--- src/rtl/exec_pkg.sv ---
// exec_pkg: op codes, FSM/forwarding encodings and ID/EX control bundle for execute_stage
package exec_pkg;
  typedef enum logic [4:0] {
    OP_ADD, OP_SUB, OP_AND, OP_OR, OP_XOR, OP_SLL, OP_SRL, OP_SRA, OP_SLT, OP_SLTU,
    OP_MUL, OP_MULH, OP_MULHSU, OP_MULHU, OP_DIV, OP_DIVU, OP_REM, OP_REMU
  } op_t;
  typedef enum logic [1:0] {IDLE, RUN, DONE} state_t;
  typedef enum logic [1:0] {FWD_REG, FWD_WB, FWD_MEM} fwd_t;
  typedef struct packed {
    logic       valid;
    op_t        op;
    logic       alu_src;
    logic       reg_write;
    logic       mem_write;
    logic [1:0] result_src;
  } ctrl_t;
  function automatic logic is_md(op_t op);
    return op >= OP_MUL;
  endfunction
endpackage

--- src/rtl/mdu_iter.sv ---
// mdu_iter: radix-2 iterative multiply/divide on magnitudes with final sign correction
module mdu_iter import exec_pkg::*; #(
  parameter int XLEN = 32
) (
  input  logic            clk,
  input  logic            rst,
  input  logic            start,
  input  logic            kill,
  input  op_t             op,
  input  logic [XLEN-1:0] a,
  input  logic [XLEN-1:0] b,
  output logic            busy,
  output logic            done,
  output logic [XLEN-1:0] result
);
  localparam int CW = $clog2(XLEN);
  state_t            r_state;
  op_t               r_op;
  logic              r_neg_q, r_neg_r;
  logic [CW-1:0]     r_cnt;
  logic [XLEN-1:0]   r_b, r_hi, r_lo;
  logic              w_na, w_nb;
  logic [XLEN-1:0]   w_ma, w_mb, w_q, w_r;
  logic [XLEN:0]     w_sum, w_sh, w_diff;
  logic [2*XLEN-1:0] w_p;
  assign w_na = a[XLEN-1] & (op inside {OP_MUL, OP_MULH, OP_MULHSU, OP_DIV, OP_REM});
  assign w_nb = b[XLEN-1] & (op inside {OP_MUL, OP_MULH, OP_DIV, OP_REM});
  assign w_ma = w_na ? -a : a;
  assign w_mb = w_nb ? -b : b;
  // hi:lo is the product (shift-add) or remainder:quotient (restoring divide)
  assign w_sum  = {1'b0, r_hi} + (r_lo[0] ? {1'b0, r_b} : '0);
  assign w_sh   = {r_hi, r_lo[XLEN-1]};
  assign w_diff = w_sh - {1'b0, r_b};
  assign w_p    = r_neg_q ? -{r_hi, r_lo} : {r_hi, r_lo};
  assign w_q    = r_neg_q ? -r_lo : r_lo;
  assign w_r    = r_neg_r ? -r_hi : r_hi;
  assign result = r_op == OP_MUL ? w_p[XLEN-1:0] : r_op < OP_DIV ? w_p[2*XLEN-1:XLEN] :
                  r_op inside {OP_DIV, OP_DIVU} ? w_q : w_r;
  assign busy   = (r_state == IDLE && start) || r_state == RUN;
  assign done   = r_state == DONE;
  always_ff @(posedge clk or posedge rst) begin
    if (rst) begin
      r_state <= IDLE;
      r_op    <= OP_ADD;
      r_neg_q <= 1'b0;
      r_neg_r <= 1'b0;
      r_cnt   <= '0;
      r_b     <= '0;
      r_hi    <= '0;
      r_lo    <= '0;
    end else begin
      r_state <= kill ? IDLE : r_state == IDLE ? (start ? RUN : IDLE) :
                 r_state == RUN ? (r_cnt == '0 ? DONE : RUN) : IDLE;
      if (r_state == IDLE && start) begin
        r_op    <= op;
        r_b     <= w_mb;
        r_neg_q <= (w_na ^ w_nb) && b != '0;
        r_neg_r <= w_na;
        r_cnt   <= CW'(XLEN - 1);
        r_hi    <= '0;
        r_lo    <= w_ma;
      end else if (r_state == RUN) begin
        r_cnt <= r_cnt - 1'b1;
        if (r_op >= OP_DIV) begin
          r_hi <= w_diff[XLEN] ? w_sh[XLEN-1:0] : w_diff[XLEN-1:0];
          r_lo <= {r_lo[XLEN-2:0], ~w_diff[XLEN]};
        end else begin
          r_hi <= w_sum[XLEN:1];
          r_lo <= {w_sum[0], r_lo[XLEN-1:1]};
        end
      end
    end
  end
endmodule

--- src/rtl/execute_stage.sv ---
// execute_stage: ID/EX + EX/MEM registers, operand forwarding, ALU and iterative mul/div
module execute_stage import exec_pkg::*; #(
  parameter int XLEN   = 32,
  parameter int REG_AW = 5
) (
  input  logic              clk,
  input  logic              rst,
  input  logic              id_valid,
  input  logic [4:0]        id_op,
  input  logic              id_alu_src,
  input  logic              id_reg_write,
  input  logic              id_mem_write,
  input  logic [1:0]        id_result_src,
  input  logic [XLEN-1:0]   id_pc,
  input  logic [XLEN-1:0]   id_pc_plus4,
  input  logic [XLEN-1:0]   id_imm,
  input  logic [XLEN-1:0]   id_rs1_data,
  input  logic [XLEN-1:0]   id_rs2_data,
  input  logic [REG_AW-1:0] id_rs1,
  input  logic [REG_AW-1:0] id_rs2,
  input  logic [REG_AW-1:0] id_rd,
  input  logic              flush_e,
  input  logic [REG_AW-1:0] mem_fwd_rd,
  input  logic              mem_fwd_we,
  input  logic [REG_AW-1:0] wb_fwd_rd,
  input  logic              wb_fwd_we,
  input  logic [XLEN-1:0]   wb_result,
  output logic              ex_busy,
  output logic              ex_zero,
  output logic [XLEN-1:0]   ex_pc_target,
  output logic              mem_valid,
  output logic              mem_reg_write,
  output logic              mem_mem_write,
  output logic [1:0]        mem_result_src,
  output logic [REG_AW-1:0] mem_rd,
  output logic [XLEN-1:0]   mem_alu_result,
  output logic [XLEN-1:0]   mem_write_data,
  output logic [XLEN-1:0]   mem_pc_plus4
);
  localparam int SW = $clog2(XLEN);
  ctrl_t             r_c;
  logic [XLEN-1:0]   r_pc, r_pc4, r_imm, r_rs1d, r_rs2d;
  logic [REG_AW-1:0] r_rs1, r_rs2, r_rd;
  fwd_t              w_fa, w_fb;
  logic [XLEN-1:0]   w_a, w_fwd_b, w_b, w_alu, w_md_res;
  logic              w_md_done, w_bub;
  assign w_fa = (mem_fwd_we && mem_fwd_rd != '0 && mem_fwd_rd == r_rs1) ? FWD_MEM :
                (wb_fwd_we && wb_fwd_rd != '0 && wb_fwd_rd == r_rs1) ? FWD_WB : FWD_REG;
  assign w_fb = (mem_fwd_we && mem_fwd_rd != '0 && mem_fwd_rd == r_rs2) ? FWD_MEM :
                (wb_fwd_we && wb_fwd_rd != '0 && wb_fwd_rd == r_rs2) ? FWD_WB : FWD_REG;
  assign w_a     = w_fa == FWD_MEM ? mem_alu_result : w_fa == FWD_WB ? wb_result : r_rs1d;
  assign w_fwd_b = w_fb == FWD_MEM ? mem_alu_result : w_fb == FWD_WB ? wb_result : r_rs2d;
  assign w_b     = r_c.alu_src ? r_imm : w_fwd_b;
  assign ex_zero      = w_a == w_b;
  assign ex_pc_target = r_pc + r_imm;
  // a flush that catches the result in DONE discards it
  assign w_bub = ex_busy || (w_md_done && flush_e);
  always_comb begin
    w_alu = '0;
    case (r_c.op)
      OP_ADD:  w_alu = w_a + w_b;
      OP_SUB:  w_alu = w_a - w_b;
      OP_AND:  w_alu = w_a & w_b;
      OP_OR:   w_alu = w_a | w_b;
      OP_XOR:  w_alu = w_a ^ w_b;
      OP_SLL:  w_alu = w_a << w_b[SW-1:0];
      OP_SRL:  w_alu = w_a >> w_b[SW-1:0];
      OP_SRA:  w_alu = $signed(w_a) >>> w_b[SW-1:0];
      OP_SLT:  w_alu = XLEN'($signed(w_a) < $signed(w_b));
      OP_SLTU: w_alu = XLEN'(w_a < w_b);
      default: w_alu = '0;
    endcase
  end
  mdu_iter #(.XLEN(XLEN)) u_mdu (
    .clk, .rst,
    .start (r_c.valid && is_md(r_c.op)),
    .kill  (flush_e),
    .op    (r_c.op),
    .a     (w_a),
    .b     (w_b),
    .busy  (ex_busy),
    .done  (w_md_done),
    .result(w_md_res)
  );
  always_ff @(posedge clk or posedge rst) begin
    if (rst) begin
      r_c    <= '0;
      r_pc   <= '0;
      r_pc4  <= '0;
      r_imm  <= '0;
      r_rs1d <= '0;
      r_rs2d <= '0;
      r_rs1  <= '0;
      r_rs2  <= '0;
      r_rd   <= '0;
    end else begin
      if (flush_e) r_c <= '0;
      else if (!ex_busy) r_c <= '{id_valid, op_t'(id_op), id_alu_src, id_reg_write, id_mem_write, id_result_src};
      if (!ex_busy) begin
        r_pc   <= id_pc;
        r_pc4  <= id_pc_plus4;
        r_imm  <= id_imm;
        r_rs1d <= id_rs1_data;
        r_rs2d <= id_rs2_data;
        r_rs1  <= id_rs1;
        r_rs2  <= id_rs2;
        r_rd   <= id_rd;
      end
    end
  end
  always_ff @(posedge clk or posedge rst) begin
    if (rst) begin
      mem_valid      <= 1'b0;
      mem_reg_write  <= 1'b0;
      mem_mem_write  <= 1'b0;
      mem_result_src <= '0;
      mem_rd         <= '0;
      mem_alu_result <= '0;
      mem_write_data <= '0;
      mem_pc_plus4   <= '0;
    end else begin
      mem_valid      <= r_c.valid & ~w_bub;
      mem_reg_write  <= r_c.valid & r_c.reg_write & ~w_bub;
      mem_mem_write  <= r_c.valid & r_c.mem_write & ~w_bub;
      mem_result_src <= r_c.result_src;
      mem_rd         <= r_rd;
      mem_alu_result <= w_md_done ? w_md_res : w_alu;
      mem_write_data <= w_fwd_b;
      mem_pc_plus4   <= r_pc4;
    end
  end
endmodule

--- config.mk ---
export PLATFORM = sky130hd
export DESIGN_NAME = execute_stage
export DESIGN_NICKNAME = d
export VERILOG_FILES = /design/src/rtl/exec_pkg.sv /design/src/rtl/mdu_iter.sv /design/src/rtl/execute_stage.sv
export SDC_FILE = /design/constraint.sdc
export NUM_CORES = 2
export LEC_CHECK = 0
export BUFFER_PORTS_ARGS = -buffer_cell sky130_fd_sc_hd__buf_2
export CAP_MARGIN = 15
export CELL_PAD_IN_SITES_DETAIL_PLACEMENT = 0
export CELL_PAD_IN_SITES_GLOBAL_PLACEMENT = 1
export CORE_ASPECT_RATIO = 1.4
export CORE_MARGIN = 5
export CORE_UTILIZATION = 44
export CTS_CLUSTER_DIAMETER = 80
export CTS_CLUSTER_SIZE = 25
export DETAILED_ROUTE_END_ITERATION = 10
export PLACE_DENSITY = 0.88
export REMOVE_ABC_BUFFERS = 1
export SYNTH_ARGS = -nofsm -noshare
export SYNTH_HDL_FRONTEND = slang
export SYNTH_SLANG_ARGS = --single-unit
--- constraint.sdc ---
create_clock -name clk -period 21.7 [get_ports clk]
set_input_delay 2.17 -clock clk [delete_from_list [all_inputs] [get_ports clk]]
set_output_delay 2.17 -clock clk [all_outputs]
set_load 0.01 [all_outputs]
=== Word-level counts from Yosys, hierarchy flattened ===
Index checks and enable logic that the tools add are counted.

* Magnitude comparators: 5
* Div/mod/pow operators: 0
* Reduce and logical (&&, ||, !) cells: 22
* Shift-type cells: 3
* Mux-type cells: 36
* $mul: 0
* Equality and inequality tests: 29
* Add/sub/neg operators: 11
* Bitwise gates (word level): 13

{| class="wikitable"
|+ Operator list
! operator !! number
|-
| 32-bit 2-to-1 mux || 21
|-
| 32-bit one-hot mux with 10 select lines || 1
|-
| 32-bit negation || 4
|-
| 32-bit adder || 2
|-
| 32-bit < comparator || 2
|-
| 64-bit 2-to-1 mux || 1
|-
| 64-bit negation || 1
|-
| 5-bit by 4-bit == test with 1-bit output, second input constant || 9
|-
| 32-bit by 33-bit adder with 33-bit output || 1
|-
| 33-bit by 32-bit subtractor with 33-bit output || 1
|-
| 32-bit AND || 1
|-
| 32-bit == test || 1
|-
| 32-bit bitwise OR || 1
|-
| 32-bit nonzero test || 1
|-
| 32-bit by 5-bit << shifter with 32-bit output || 1
|-
| 32-bit by 5-bit >> shifter with 32-bit output || 1
|-
| 32-bit by 5-bit >>> shifter with 32-bit output || 1
|-
| 32-bit subtractor || 1
|-
| 32-bit XOR || 1
|-
| 11-bit 2-to-1 mux || 2
|-
| 5-bit by 3-bit == test with 1-bit output, second input constant || 4
|-
| 5-bit == test || 4
|-
| 5-bit nonzero test || 3
|-
| 2-bit 2-to-1 mux || 6
|-
| other kinds (20) || 48
|}

* Logic and storage cells: 149
* Memory bits (read-only): 0
* Register bits after elaboration: 402
* Memory bits (writable): 0
* Latch bits: 0
* Memories kept: 0
* Bits of input ports: 233
* Output and inout port bits: 140

=== Logic depth before layout (Yosys ltp) ===
* Depth in word-level cells: 12
* Mapped depth: 24
* Mapped depth without buffers: 20

=== Modules after synthesis ===
Synthesis repeated with hierarchy kept, for this count alone.

* Cell total of the unflattened synthesis: 4259
* Area total of the unflattened synthesis: 34775.9 µm²

{| class="wikitable"
|+ Modules (own cells, without submodules)
! module !! sequential area each (µm²) !! cells an instance !! times used !! area an instance (µm²)
|-
| execute_stage || 7307.0 || 2567 || 1 || 22405.2
|-
| mdu_iter || 2752.6 || 1692 || 1 || 12370.6
|}

=== Worst setup path before layout ===
Ideal clock, no wire load.

* Kind: input port to output port
* From: in mem_fwd_rd[3]
* To: out ex_zero
* Setup slack: 13.871 ns
* Stages: 15
* Path buffers: 5
* Arrival time: 5.659 ns
* Data required time: 19.530 ns
* Cells stage by stage: or4_4 -> o211ai_2 -> or2_2 -> buf_8 -> buf_6 -> buf_2 -> buf_2 -> a31oi_1 -> mux2i_1 -> ha_1 -> clkbuf_1 -> nand4_1 -> nor4_1 -> nand3_1 -> nor4_1

* Word-level cells in the longest chain between the ends: 9
* Elaborated cells between the ends (all ways): 18
* Classes of those cells: 7 x eq/ne; 7 x mux; 4 x reduce/logical

{| class="wikitable"
|+ RTL lines
! element !! line !! RTL
|-
| start: declaration || execute_stage.sv:23 || <nowiki>input logic [REG_AW-1:0] mem_fwd_rd,</nowiki>
|-
| 5-bit nonzero test || execute_stage.sv:49 || <nowiki>assign w_fb = (mem_fwd_we && mem_fwd_rd != '0 && mem_fwd_rd == r_rs2) ? FWD_MEM :</nowiki>
|-
| 1-bit logical AND || execute_stage.sv:49 ||
|-
| 1-bit logical AND * || execute_stage.sv:49 ||
|-
| 2-bit 2-to-1 mux * || execute_stage.sv:49 ||
|-
| 2-bit by 1-bit == test with 1-bit output || execute_stage.sv:52 || <nowiki>assign w_fwd_b = w_fb == FWD_MEM ? mem_alu_result : w_fb == FWD_WB ? wb_result : r_rs2d;</nowiki>
|-
| 32-bit 2-to-1 mux || execute_stage.sv:52 ||
|-
| 32-bit 2-to-1 mux * || execute_stage.sv:52 ||
|-
| net w_fwd_b[27] || execute_stage.sv:45 || <nowiki>logic [XLEN-1:0] w_a, w_fwd_b, w_b, w_alu, w_md_res;</nowiki>
|-
| 32-bit 2-to-1 mux * || execute_stage.sv:53 || <nowiki>assign w_b = r_c.alu_src ? r_imm : w_fwd_b;</nowiki>
|-
| 32-bit == test * || execute_stage.sv:54 || <nowiki>assign ex_zero = w_a == w_b;</nowiki>
|-
| end: declaration || execute_stage.sv:29 || <nowiki>output logic ex_zero,</nowiki>
|}

The timed path passes the listed nets; every way through them passes the cells marked *.

=== Worst setup path after layout ===
* From: in mem_fwd_rd[3]
* To: out ex_zero

* Word-level cells in the longest chain between the ends: 9
* Elaborated cells between the ends (all ways): 18
* Classes of those cells: 7 x eq/ne; 7 x mux; 4 x reduce/logical

{| class="wikitable"
|+ RTL lines
! element !! line
|-
| 5-bit nonzero test || execute_stage.sv:47, execute_stage.sv:49
|-
| 1-bit logical AND || execute_stage.sv:47, execute_stage.sv:49
|-
| 1-bit logical AND || execute_stage.sv:49
|-
| 2-bit 2-to-1 mux || execute_stage.sv:49
|-
| 2-bit by 1-bit == test with 1-bit output || execute_stage.sv:52
|-
| 32-bit 2-to-1 mux (2 in a row) || execute_stage.sv:52
|-
| 32-bit 2-to-1 mux || execute_stage.sv:53
|-
| 32-bit == test * || execute_stage.sv:54
|}

Every way passes the cells marked *; elsewhere a longest branch is shown, timed or not.

==> flow_summary.yaml <==
power:
  p_leak_nw: 17.5
  powerDensity_mw_per_mm2: 115
  ir_worst_vdd_mv: 0.0905
yosys:
  synthTopCellsByArea: "dfrtp_1 29%, nand2_1 9.8%, ha_1 7.1%"
  synth_area_leader_cell: "dfrtp_1"
  async_flop_share_pct: 100
  netlist_instances: 4612
  yosys_warnings: 0
  synthFlopType: "dfrtp_1"
  yosysSeqAreaShare_pct: 28.6
  avgSynthCellArea_um2: 7.62
  synth_edf_count: 0
  syn_area_mm2: 0.0351
  ys_ff_latch: 402
  synth_cell_types: 109
  synth_top_area_share_pct: 28.6
clocking:
  cts_root_buffer: "clkbuf_16"
  htreeDepth: 1
  cts_buffers: 28
  cts.sinks: 402
  cts_buffer_depth: 3
  cts.repair.resized: 0
  clkLatencyLatePin_ps: 670
  tritoncts: "done"
  post_cts_buffers: 0
  cts_hold_buffers: 0
  path_clk_slew_ps: 100
die:
  rows: 122
  io_pins: 373
  die_width_um: 249
  die_h_um: 344
  die_area_mm2: 0.0857
  start_util_pct: 44.4
  coreArea_mm2: 0.0792
place:
  port_buffers: 372
  post-dp-hpwl_um: 131000
  gp_congestion: 1.06
run:
  drv_cap: 0
worst_setup_path:
  crit_family: "simple AND/OR/NAND/NOR gates"
  critical_path_required_ps: 19530
  crit_chain: "buf_2, or4_4, o211ai_2, buf_4, or2_2, buf_4, a311oi_4, buf_4, nor2_4, ha_1, nand4_1, nor2_1, nand3_1, nor4_1, buf_2"
  r2r_cells: 19
  path_buf_inv: 5
  r2r-start: "r_rs2[3]"
  critical_path_class: "in2out"
  ff2ff_setup_slack_ps: 13820
  arrival_ps: 7170
  path_max_fanout: 29
  startpoint_type: "primary input"
  r2r-end: "mem_alu_result[27]"
  cpPeakStageDelay_ps: 560
  slowest_stage: "nor4_1"
  endpoint_kind: "primary output"
  crit_top_cell: "buf_4"
timing:
  setup_viol: 0
  fin_crit_sh_pct: 43.0
  fin_tns_setup_ps: 0
  drv_slew: 0
  max_slew_margin_pct: 15.9
  rsz0062_at_grt: "no"
  hold_viol_final: 0
  skew_ps: 41.5
  max_freq_ghz: 0.107
  finalCriticalPeriod_ps: 9340
  worstMarginPinSlew_ps: 1260
global_route:
  top_usage_layer: "met2"
  grt_usage_pct: 37.3
  grt_remaining_overflow: 0
  grt_pass1_wl_um: 243000
  grt_pass1_vias: 36400
  grt_use_met2_pct: 63.1
  grt_use_met3_pct: 8.37
  grt_max_degree: 180
  antenna_found_initial: 21
  grt_use_met1_pct: 42.6
route:
  ant_nets: 0
  drt_first_pass_iters: 7
  routedWlPerCell_um: 28.4
  drc: 0
  via_count: 37100
  vias_per_cell: 6.31
  wirelength_um: 167000
  drtIter0Drc: 3693
cells_and_area:
  fin_util_pct: 49.2
  fillers: 8035
  multi_input_area_mm2: 0.0232
  nets: 5245
  drive_gt1_share_pct: 14.0
  syn_to_final_growth_pct: 10.9
  seqCellArea_mm2: 0.0101
hold_path:
  hold_path_class: "reg2reg"
  min_from: "r_pc4[20]"
  holdPathEnd: "mem_pc_plus4[20]"
  hold_depth: 0
run_status:
  status: "finished clean"
-- logic make-up after synthesis --
family | after synthesis | synth area share [%]
mux | 121 | 3.81
fa+ha+maj | 205 | 7.41
buf+inv | 488 | 5.59
xor+xnor | 232 | 5.78
flops | 402 | 28.6
compound gates | 1403 | 26.3
simple gates | 1761 | 22.5
-- registers in the layout, summed over array words and instances, names as in the netlist, 11 cells and up --
signal / count
r_rs1d: 32
mem_pc_plus4: 32
r_pc: 32
mem_write_data: 32
u_mdu.r_b: 32
r_rs2d: 32
r_pc4: 32
r_c: 11
mem_alu_result: 32
u_mdu.r_hi: 32
u_mdu.r_lo: 32
r_imm: 32
-- how the worst max path moves through the flow --
stage	start	to	depth (start not counted)
6_report	mem_fwd_rd[3]	ex_zero	15
2_1_floorplan	u_mdu.r_state[0]	ex_busy	3
3_3_place_gp	mem_fwd_rd[3]	ex_zero	15
5_1_grt	wb_fwd_rd[3]	ex_zero	13
3_5_place_dp	wb_fwd_rd[0]	mem_alu_result[27]	18
4_1_cts	mem_fwd_rd[3]	ex_zero	15
-- stage by stage --
stage	setup slack, ps	cells	hold slack [ps]	cell area, um^2	total power, W
3_5_place_dp	12410	5830	358	37900	0.00380
6_report	12360	5885	381	39000	0.00449
4_1_cts	12470	5877	383	38900	0.00442
3_3_place_gp	12460	5830	358	37900	0.00378
5_1_grt	12120	5878	392	39000	0.00475
2_1_floorplan	5250	4294	354	33800	0.00286
-- worst register-to-register path, stage by stage (launching register included) --
cell,delay [ps]
dfrtp_1,480
xnor2_1,190
nand4_1,140
buf_4,260
or2_2,470
buf_4,310
a311oi_4,1010
nor2_4,220
inv_2,500
ha_1,300
nand2b_1,90
a221oi_1,350
o22ai_1,210
a2111oi_1,1090
o311ai_0,350
and2_1,340
o41ai_2,710
xnor2_1,180
a221oi_1,370
a32oi_1,160
-- layout make-up --
| class | count | area share, % |
|---|---|---|
| multi-input cells | 3722 | 59.6 |
| flip-flops and latches | 402 | 25.8 |
| repair buffers | 483 | 6.95 |
| well taps | 1054 | 3.38 |
| clock buffers | 30 | 1.84 |
| inverters | 170 | 1.67 |
| clock inverters | 17 | 0.732 |
| diodes | 7 | 0.0449 |
-- per-layer routing --
layer | wire length [um] | up-vias
met4 | 13700 | 22
met3 | 13700 | 565
met2 | 78400 | 1873
met5 | 135 | -
met1 | 61400 | 17700
li1 | - | 16900
-- cells in the mapped netlist, types with 20 or more instances --
cell,count
buf_2,46
a221o_1,21
ha_1,200
o22ai_1,33
buf_1,24
nand3_1,159
xnor2_1,156
nor2_1,283
a31oi_1,103
o221ai_1,29
xor2_1,76
clkbuf_1,234
a211oi_1,58
o21a_1,25
o211ai_1,73
a22oi_1,37
or3_1,33
nand2b_1,20
and2_1,28
and3_1,26
nor4_1,22
nor3_1,130
o21ai_1,59
mux2i_1,89
o21ai_0,345
nand4_1,27
nor2b_1,24
inv_1,162
a21o_1,60
o21bai_1,26
nand2_1,920
a221oi_1,31
mux2_2,20
a21oi_1,273
o31ai_1,42
dfrtp_1,402
-- where the power goes --
group | switching, W | internal [W]
sequential | 0.000254 | 0.000919
combinational | 0.00174 | 0.000963
clock | 0.000347 | 0.000265
-- layout by cell type (no fill, tap or decap), types with 29 or more instances in the layout --
| cell | count |
|---|---|
| inv_1 | 161 |
| nor2_1 | 276 |
| a211oi_1 | 58 |
| dfrtp_1 | 401 |
| a31oi_1 | 103 |
| buf_2 | 372 |
| o21ai_1 | 57 |
| a22oi_1 | 37 |
| nand3_1 | 158 |
| o22ai_1 | 33 |
| xnor2_1 | 156 |
| a221oi_1 | 31 |
| o221ai_1 | 29 |
| o31ai_1 | 42 |
| or3_1 | 33 |
| nand2_1 | 920 |
| buf_4 | 109 |
| mux2i_1 | 89 |
| o21ai_0 | 345 |
| xor2_1 | 75 |
| ha_1 | 200 |
| a21oi_1 | 273 |
| nor3_1 | 130 |
| o211ai_1 | 73 |
| a21o_1 | 60 |
(Power assumes the default switching activity.)
